[src/rtl/uart_frame_pkg.sv]
// Shared types and constants for the UART frame parser.
package uart_frame_pkg;

    typedef enum logic [2:0] {
        HUNT,
        LEN,
        PAYLOAD,
        CHK,
        DRAIN
    } frame_state_e;

    localparam logic [1:0] ERR_NONE = 2'd0;
    localparam logic [1:0] ERR_LEN  = 2'd1;
    localparam logic [1:0] ERR_CHK  = 2'd2;
    localparam logic [1:0] ERR_TMO  = 2'd3;

    localparam logic [7:0] SOF_DEFAULT = 8'h7E;

    // Address width for a buffer of the given depth (at least one bit).
    function automatic int addr_w(input int depth);
        return (depth > 1) ? $clog2(depth) : 1;
    endfunction

endpackage

[src/rtl/uart_frame_buf.sv]
// Payload buffer: DEPTH x DBIT register file, synchronous write, asynchronous read.
module uart_frame_buf #(
    parameter int DEPTH = 16,
    parameter int DBIT  = 8,
    parameter int AW    = 4
) (
    input  logic            clk,
    input  logic            we,
    input  logic [AW-1:0]   waddr,
    input  logic [DBIT-1:0] wdata,
    input  logic [AW-1:0]   raddr,
    output logic [DBIT-1:0] rdata
);

    logic [DBIT-1:0] mem [DEPTH];

    always_ff @(posedge clk) begin
        if (we) begin
            mem[waddr] <= wdata;
        end
    end

    assign rdata = mem[raddr];

endmodule

[src/rtl/uart_frame_parser.sv]
// Pops UART RX FIFO bytes, parses SOF/LEN/payload/CHK frames, streams verified payloads.
// Optional inter-byte timeout is built only when UART_FRAME_TIMEOUT_EN is defined.
//
// state   | meaning
// HUNT    | popping and discarding bytes until SOF
// LEN     | next popped byte is the payload length
// PAYLOAD | storing payload bytes into the buffer, folding into chk
// CHK     | next popped byte is compared with the running XOR
// DRAIN   | streaming the buffered payload downstream, no FIFO pops
module uart_frame_parser
    import uart_frame_pkg::*;
#(
    parameter int         DBIT        = 8,
    parameter logic [7:0] SOF         = SOF_DEFAULT,
    parameter int         MAX_LEN     = 16,
    parameter int         TIMEOUT_CYC = 52160
) (
    input  logic            clk,
    input  logic            rst,
    input  logic            rx_empty,
    input  logic [DBIT-1:0] rx_data,
    output logic            rd_uart,
    output logic [DBIT-1:0] m_data,
    output logic            m_valid,
    input  logic            m_ready,
    output logic            m_last,
    output logic            frame_ok,
    output logic            frame_err,
    output logic [1:0]      err_code,
    output logic [15:0]     frame_cnt,
    output logic [15:0]     err_cnt
);

    localparam int         AW        = addr_w(MAX_LEN);
    localparam logic [7:0] MAX_LEN_B = 8'(MAX_LEN);

    frame_state_e    state;
    logic [7:0]      len;
    logic [7:0]      idx;
    logic [7:0]      rd_idx;
    logic [DBIT-1:0] chk;
    logic [DBIT-1:0] buf_rdata;
    logic            buf_we;

    assign rd_uart = !rx_empty && (state != DRAIN);
    assign buf_we  = rd_uart && (state == PAYLOAD);
    assign m_valid = (state == DRAIN);
    assign m_data  = m_valid ? buf_rdata : '0;
    assign m_last  = m_valid && (rd_idx == len - 8'd1);

    uart_frame_buf #(
        .DEPTH (MAX_LEN),
        .DBIT  (DBIT),
        .AW    (AW)
    ) u_buf (
        .clk   (clk),
        .we    (buf_we),
        .waddr (idx[AW-1:0]),
        .wdata (rx_data),
        .raddr (rd_idx[AW-1:0]),
        .rdata (buf_rdata)
    );

`ifdef UART_FRAME_TIMEOUT_EN
    localparam int TW = $clog2(TIMEOUT_CYC + 1);
    logic [TW-1:0] tmo_cnt;
`else
    logic unused_timeout;
    assign unused_timeout = ^TIMEOUT_CYC;
`endif

    always_ff @(posedge clk) begin
        if (rst) begin
            state     <= HUNT;
            len       <= '0;
            idx       <= '0;
            rd_idx    <= '0;
            chk       <= '0;
            frame_ok  <= 1'b0;
            frame_err <= 1'b0;
            err_code  <= ERR_NONE;
            frame_cnt <= '0;
            err_cnt   <= '0;
`ifdef UART_FRAME_TIMEOUT_EN
            tmo_cnt   <= '0;
`endif
        end else begin
            frame_ok  <= 1'b0;
            frame_err <= 1'b0;

            case (state)
                HUNT: begin
                    if (rd_uart && rx_data == SOF) begin
                        state <= LEN;
                    end
                end
                LEN: begin
                    if (rd_uart) begin
                        // The rejected length byte is consumed, never re-tested as SOF.
                        if (rx_data == '0 || rx_data > MAX_LEN_B) begin
                            frame_err <= 1'b1;
                            err_code  <= ERR_LEN;
                            err_cnt   <= err_cnt + 16'd1;
                            state     <= HUNT;
                        end else begin
                            len   <= rx_data;
                            chk   <= rx_data;
                            idx   <= '0;
                            state <= PAYLOAD;
                        end
                    end
                end
                PAYLOAD: begin
                    if (rd_uart) begin
                        chk <= chk ^ rx_data;
                        idx <= idx + 8'd1;
                        if (idx == len - 8'd1) begin
                            state <= CHK;
                        end
                    end
                end
                CHK: begin
                    if (rd_uart) begin
                        if (rx_data == chk) begin
                            frame_ok  <= 1'b1;
                            frame_cnt <= frame_cnt + 16'd1;
                            rd_idx    <= '0;
                            state     <= DRAIN;
                        end else begin
                            frame_err <= 1'b1;
                            err_code  <= ERR_CHK;
                            err_cnt   <= err_cnt + 16'd1;
                            state     <= HUNT;
                        end
                    end
                end
                DRAIN: begin
                    if (m_ready) begin
                        rd_idx <= rd_idx + 8'd1;
                        if (rd_idx == len - 8'd1) begin
                            state <= HUNT;
                        end
                    end
                end
                default: state <= HUNT;
            endcase

`ifdef UART_FRAME_TIMEOUT_EN
            // Silence mid-frame; a pop in the same cycle always wins.
            if (state == LEN || state == PAYLOAD || state == CHK) begin
                if (rd_uart) begin
                    tmo_cnt <= '0;
                end else if (tmo_cnt == TW'(TIMEOUT_CYC - 1)) begin
                    tmo_cnt   <= '0;
                    frame_err <= 1'b1;
                    err_code  <= ERR_TMO;
                    err_cnt   <= err_cnt + 16'd1;
                    state     <= HUNT;
                end else begin
                    tmo_cnt <= tmo_cnt + TW'(1);
                end
            end else begin
                tmo_cnt <= '0;
            end
`endif
        end
    end

endmodule
[config.mk]
export PLATFORM = sky130hd
export DESIGN_NAME = uart_frame_parser
export DESIGN_NICKNAME = d
export VERILOG_FILES = /design/src/rtl/uart_frame_pkg.sv /design/src/rtl/uart_frame_buf.sv /design/src/rtl/uart_frame_parser.sv
export SDC_FILE = /design/constraint.sdc
export NUM_CORES = 1
export LEC_CHECK = 0
export BUFFER_PORTS_ARGS = -buffer_cell sky130_fd_sc_hd__buf_2
export CORE_UTILIZATION = 50
export CTS_CLUSTER_DIAMETER = 30
export CTS_CLUSTER_SIZE = 40
export DETAILED_ROUTE_END_ITERATION = 7
export PLACE_DENSITY = 0.68
export REMOVE_ABC_BUFFERS = 1
export SLEW_MARGIN = 20
export SYNTH_ARGS = -nofsm -noshare
export SYNTH_HDL_FRONTEND = slang
export SYNTH_HIERARCHICAL = 1
export SYNTH_SLANG_ARGS = --single-unit
[constraint.sdc]
create_clock -name clk -period 4.1 [get_ports clk]
set_clock_uncertainty 0.1 [all_clocks]
set_input_delay 0 -clock clk [delete_from_list [all_inputs] [get_ports clk]]
set_output_delay 0 -clock clk [all_outputs]
set_load 0.01 [all_outputs]
Word level (Yosys, flattened, before mapping)
Memories as Yosys holds them, arrays and structs flattened. A register that Yosys moved wholly into a read port is not among the register bits.
Index checks and enable logic that the tools add are counted.
{"block": "totals", "reg_bits": 71, "latch_bits": 0, "mem_bits_rw": 128, "rom_bits": 0, "input_bits": 12, "mem_count": 1}
{"block": "classes", "add_sub_neg": 5, "n_mul": 0, "n_div": 0, "magnitude_cmp": 1, "eq_ne": 20, "shifts": 0, "mux": 43, "n_bitwise": 4, "reduce_logical": 18}
{"name": "u_buf.mem", "depth": 16, "width": 8, "read_ports": 1, "rd_ports_with_merged_regs": 1, "wr": 1, "line": "uart_frame_buf.sv:15", "text": "logic [DBIT-1:0] mem [DEPTH];"}
{"cell": "2-to-1 mux 8 bit", "count": 10}
{"cell": "2-to-1 mux 16 bit", "count": 4}
{"cell": "one-hot mux 8 bit (2 select lines)", "count": 3}
{"cell": "adder 16 x 1 -> 16 bit (second input constant)", "count": 2}
{"cell": "one-hot mux 16 bit (2 select lines)", "count": 1}
{"cell": "equality test 8 bit", "count": 3}
{"cell": "2-to-1 mux 3 bit", "count": 8}
{"cell": "adder 8 x 1 -> 8 bit (second input constant)", "count": 2}
{"cell": "inequality test 2 bit (second input constant)", "count": 8}
{"cell": "one-hot mux 3 bit (5 select lines)", "count": 1}
{"cell": "2-to-1 mux 2 bit", "count": 5}
{"cell": "equality test 8 x 7 -> 1 bit (second input constant)", "count": 1}
{"cell": "greater-than comparator 8 x 5 -> 1 bit (second input constant)", "count": 1}
{"cell": "zero test 8 bit", "count": 1}
{"cell": "2-to-1 mux 4 bit", "count": 2}
{"cell": "AND reduction 4 bit", "count": 2}
{"cell": "subtractor 8 x 1 -> 8 bit (second input constant)", "count": 1}
{"cell": "bitwise XOR 8 bit", "count": 1}
{"cell": "2-to-1 mux 1 bit", "count": 7}
{"cell": "AND reduction 7 bit", "count": 1}
{"cell": "equality test 3 x 2 -> 1 bit (second input constant)", "count": 2}
{"cell": "inequality test 2 x 1 -> 1 bit (second input constant)", "count": 3}
{"cell": "AND reduction 3 bit", "count": 2}
{"cell": "nonzero test 2 bit", "count": 3}
{"cell": "12 further kinds", "count": 17}

Logic depth before layout (Yosys ltp)
{"block": "depth", "word_depth": 6, "ltp_mapped": 10}

By module
The synthesis kept the hierarchy.
{"module": "uart_frame_buf", "n_inst": 1, "cells_each": 221, "area_each_um2": 4987.3}
{"module": "uart_frame_parser", "n_inst": 1, "cells_each": 475, "area_each_um2": 4028.9}

Worst setup path after synthesis
Ideal clock, no wire load.
{"block": "synth_timing", "kind": "reg2reg", "from": "reg state[0]", "to": "mem u_buf.mem[0][0], enable pin", "setup_ns": 0.383, "arrival_time_ns": 2.534, "slack_ns": 1.083, "stages_incl_launch_ff": 9, "period_less_slack_ns": 3.017, "cell_sequence": "dfxtp_1 > buf_2 > nand2b_1 > or2_2 > clkbuf_1 > buf_2 > nor2_2 > or3b_2 > nor3_1"}
{"block": "synth_via", "elab_chain_len": 5, "word_cells_on_any_way": 6, "classes_between": "2 x eq/ne; 2 x mux; 2 x reduce/logical"}
{"item": "start: declaration", "line": "uart_frame_parser.sv:37", "text": "frame_state_e state;"}
{"item": "start signal: assignment", "line": "uart_frame_parser.sv:74", "text": "state <= HUNT;"}
{"item": "start signal: assignment", "line": "uart_frame_parser.sv:94", "text": "state <= LEN;"}
{"item": "start signal: assignment", "line": "uart_frame_parser.sv:104", "text": "state <= HUNT;"}
{"item": "inequality test 3 bit", "line": "uart_frame_parser.sv:45", "text": "assign rd_uart = !rx_empty && (state != DRAIN);"}
{"item": "logical AND 1 bit", "line": "uart_frame_parser.sv:45"}
{"item": "logical AND 1 bit *", "line": "uart_frame_parser.sv:46", "text": "assign buf_we = rd_uart && (state == PAYLOAD);"}
{"item": "via buf_we", "line": "uart_frame_parser.sv:43", "text": "logic buf_we;"}
{"item": "2-to-1 mux 1 bit *", "line": "uart_frame_buf.sv:18", "text": "if (we) begin"}
{"item": "2-to-1 mux 1 bit (implied by the code) *", "line": "uart_frame_buf.sv:19", "text": "mem[waddr] <= wdata;"}
{"item": "end: declaration", "line": "uart_frame_buf.sv:15"}
Mark *: on every way through the listed nets, which the timed path passes. The rest lies on a longest branch.

Final worst setup path
{"block": "layout_timing", "from": "reg state[1]", "to": "mem u_buf.mem[3][1], enable pin"}
The elaborated chain is that of the path after synthesis.

==> metrics.md <==
| Metric | Value |
|---|---|
| Fin util | `57.7%` |
| Slew @ Worst Pin | `1030 ps` |
| Routed WL | `19.2 mm` |
| Tcrit/Tclk final | `75.1%` |
| Netlist cell types | `61` |
| Vias in the first global route | `5719` |
| Syn-to-layout area delta | `11.9%` |
| Crit path DAT | `3040 ps` |
| Die Area | `18600 µm²` |
| Critical path's largest stage delay | `540 ps` |
| Leak pwr | `3.48 nW` |
| WP data required | `4060 ps` |
| Post-CTS setup buffer count | `0` |
| CP startpoint kind | `flip-flop` |
| Tightest Hold Check Type | `input port to flip-flop` |
| Reg clk slew, reported paths | `70 ps` |
| IO Port Bufs | `58` |
| Endpoints failing setup | `0` |
| IO Count | `59` |
| Gr usage total | `22.0%` |
| Fin. Hold Viols | `0` |
| Pwr per Cell Area | `379 nW/µm²` |
| Layout net count | `769` |
| Most frequent cells in the layout | `edfxtp_1 (128), nor2_1 (75), dfxtp_1 (70), buf_2 (58), xnor2_1 (37)` |
| Grt ovf | `0` |
| Initial antenna violation count | `0` |
| HPWL after DPL | `12.6 mm` |
| Post-Syn Area | `9020 µm²` |
| Antenna viol nets, final | `0` |
| Vias per cell | `5.95` |
| Hold depth | `3` |
| Buf+Inv Stages, Crit Path | `0` |
| # DRC | `0` |
| Die extent in x | `136 µm` |
| CP Depth | `5` |
| CP top delay family | `simple AND/OR/NAND/NOR gates` |
| Register-to-Register Path Depth | `5` |
| Antenna cells | `0` |
| Cts bufs inserted | `17` |
| Clk Latency, worst-skew pair | `430 ps` |
| Vias | `5888` |
| Crit-path cells | `nand2b_1, or2_2, nor2_2, or3b_2, nor2_1` |
| Critical Path Fanout Max | `23` |
| R2R Setup Slk | `1020 ps` |
| Largest net degree at the start of global routing | `56` |
| Final std cells w/o fill | `990` |
| Async S/R FF share, synth | `0%` |
| Core ar. | `17500 µm²` |
| Sequential share of the synthesized area | `58.4%` |
| H-tree levels | `4` |
| Slowest-stage cell, CP | `nor2_1` |
| Synth Flop Type | `edfxtp_1` |
| DR WL/cell | `19.3 µm` |
| Die Y | `136 µm` |
| Pre-antenna DRT Iters | `5` |
| Slew Limit Fails | `0` |
| Post-Syn Area per Cell | `13.0 µm²` |
| Outcome | `finished clean` |
| CTS resizes | `0` |
| CTS sink count | `199` |
| Synth top area share | `42.6%` |
| Placed cell count | `949` |
| Row Count | `48` |
| Share of cells above drive strength 1 | `17.1%` |
| Unrepaired setup endpoints after global routing | `false` |
| MaxCap Viol Count | `0` |
| Yosys reg bits | `199` |
| CTS root buf | `clkbuf_16` |
| Normalized max-slew margin | `31.6%` |
| Iteration-0 DRC count of the detailed router | `510` |
| Hold WS | `35.8 ps` |
| Yosys Warn Count | `6` |
| Global-route wire length before repair | `30.6 mm` |
| Highest clock rate | `0.325 GHz` |
| Post-synth EDFFs | `128` |
| Max VDD drop | `0.304 mV` |
| CP Capture Type | `flip-flop` |
| Starting Density | `51.6%` |
| Setup_tns | `0 ps` |
| Commonest non-fill, non-tap cell in the layout | `edfxtp_1` |
| Gpl congestion | `0.819` |
| Post-route minimum period | `3080 ps` |
| Post-Syn Instances | `696` |
| Top cell type by total area after synthesis | `edfxtp_1` |
| CTS tree | `done` |
| Crit path kind | `flip-flop to flip-flop` |
| Clk buf depth | `2` |
| Top cells by area, synth | `edfxtp_1 (43%), dfxtp_1 (16%), mux4_2 (4.5%)` |
==> per-stage QoR <==
step                      total power [W]  setup slack, ps  instance area (µm²)
after global placement            0.00224             1160                 9430
after global routing              0.00393              879                10100
after CTS                         0.00385             1010                10100
after detailed placement          0.00224             1030                 9430
after floorplan                   0.00219             1220                 8790
final                             0.00382             1020                10100
==> cell families after synthesis <==
family	Yosys count	share of synthesized area (%)
simple gates	256	15.5
flops	199	58.4
compound gates	83	6.76
xor+xnor	61	6.09
buf+inv	51	3.00
mux	41	9.58
fa+ha+maj	5	0.694
==> synthesized netlist by cell type, drive strengths merged, types with 9 or more instances <==
cell	count
and2	14
nand4	14
nor3	22
mux4	32
nor4	18
mux2i	9
xor2	23
nand3	17
edfxtp	128
buf	19
clkbuf	16
nand2	37
a21oi	15
o21ai	15
and3	13
inv	13
dfxtp	71
a22oi	18
nor2	76
xnor2	37
==> per-layer routing <==
layer  track usage, %  vias up  wire length, µm
li1                 -     2761                -
met1             30.4     2940             8570
met4             6.85        0              248
met2             35.5      167             9370
met3             3.88       20              958
met5                0        -                0
==> power breakdown <==
part           total (W)  switching (W)  internal, W  leakage, nW
sequential       0.00213    0.000000117      0.00213         1.72
clock            0.00162       0.000758     0.000863        0.282
combinational  0.0000740      0.0000567    0.0000173         1.48
==> what timing repair did <==
item / CTS / global route
hold buffers: 9 / 0
setup endpoints to repair: 0 / 0
endpoints found under the hold margin: 121 / 0
==> final timing paths <==
| check | from | endpoint |
|---|---|---|
| max | state[1] | u_buf/mem[3][1] |
| max reg2reg | state[1] | u_buf/mem[3][1] |
| min reg2reg | err_cnt[14] | err_cnt[14] |
| min | rx_empty | state[0] |
==> sequential cells by signal (all words and copies together) (netlist names) <==
name,cells
chk,8
err_cnt,16
err_code,2
frame_cnt,16
frame_err,1
frame_ok,1
idx,8
len,8
rd_idx,8
state,3
u_buf/mem,128
==> final cells by class <==
class / instances / area (µm²)
flip-flops and latches: 199 / 5270
clock buffers: 20 / 437
inverters: 13 / 48.8
well taps: 225 / 282
repair buffers: 75 / 440
fillers: 1411 / 7380
clock inverters: 12 / 138
multi-input cells: 446 / 3480
==> worst reg2reg max path, delay by kind of cell, from the launching register on <==
family           cells  cell delay [ps]
and+or+nand+nor      5             2110
DFF                  1              490
(Power assumes the default switching activity.)
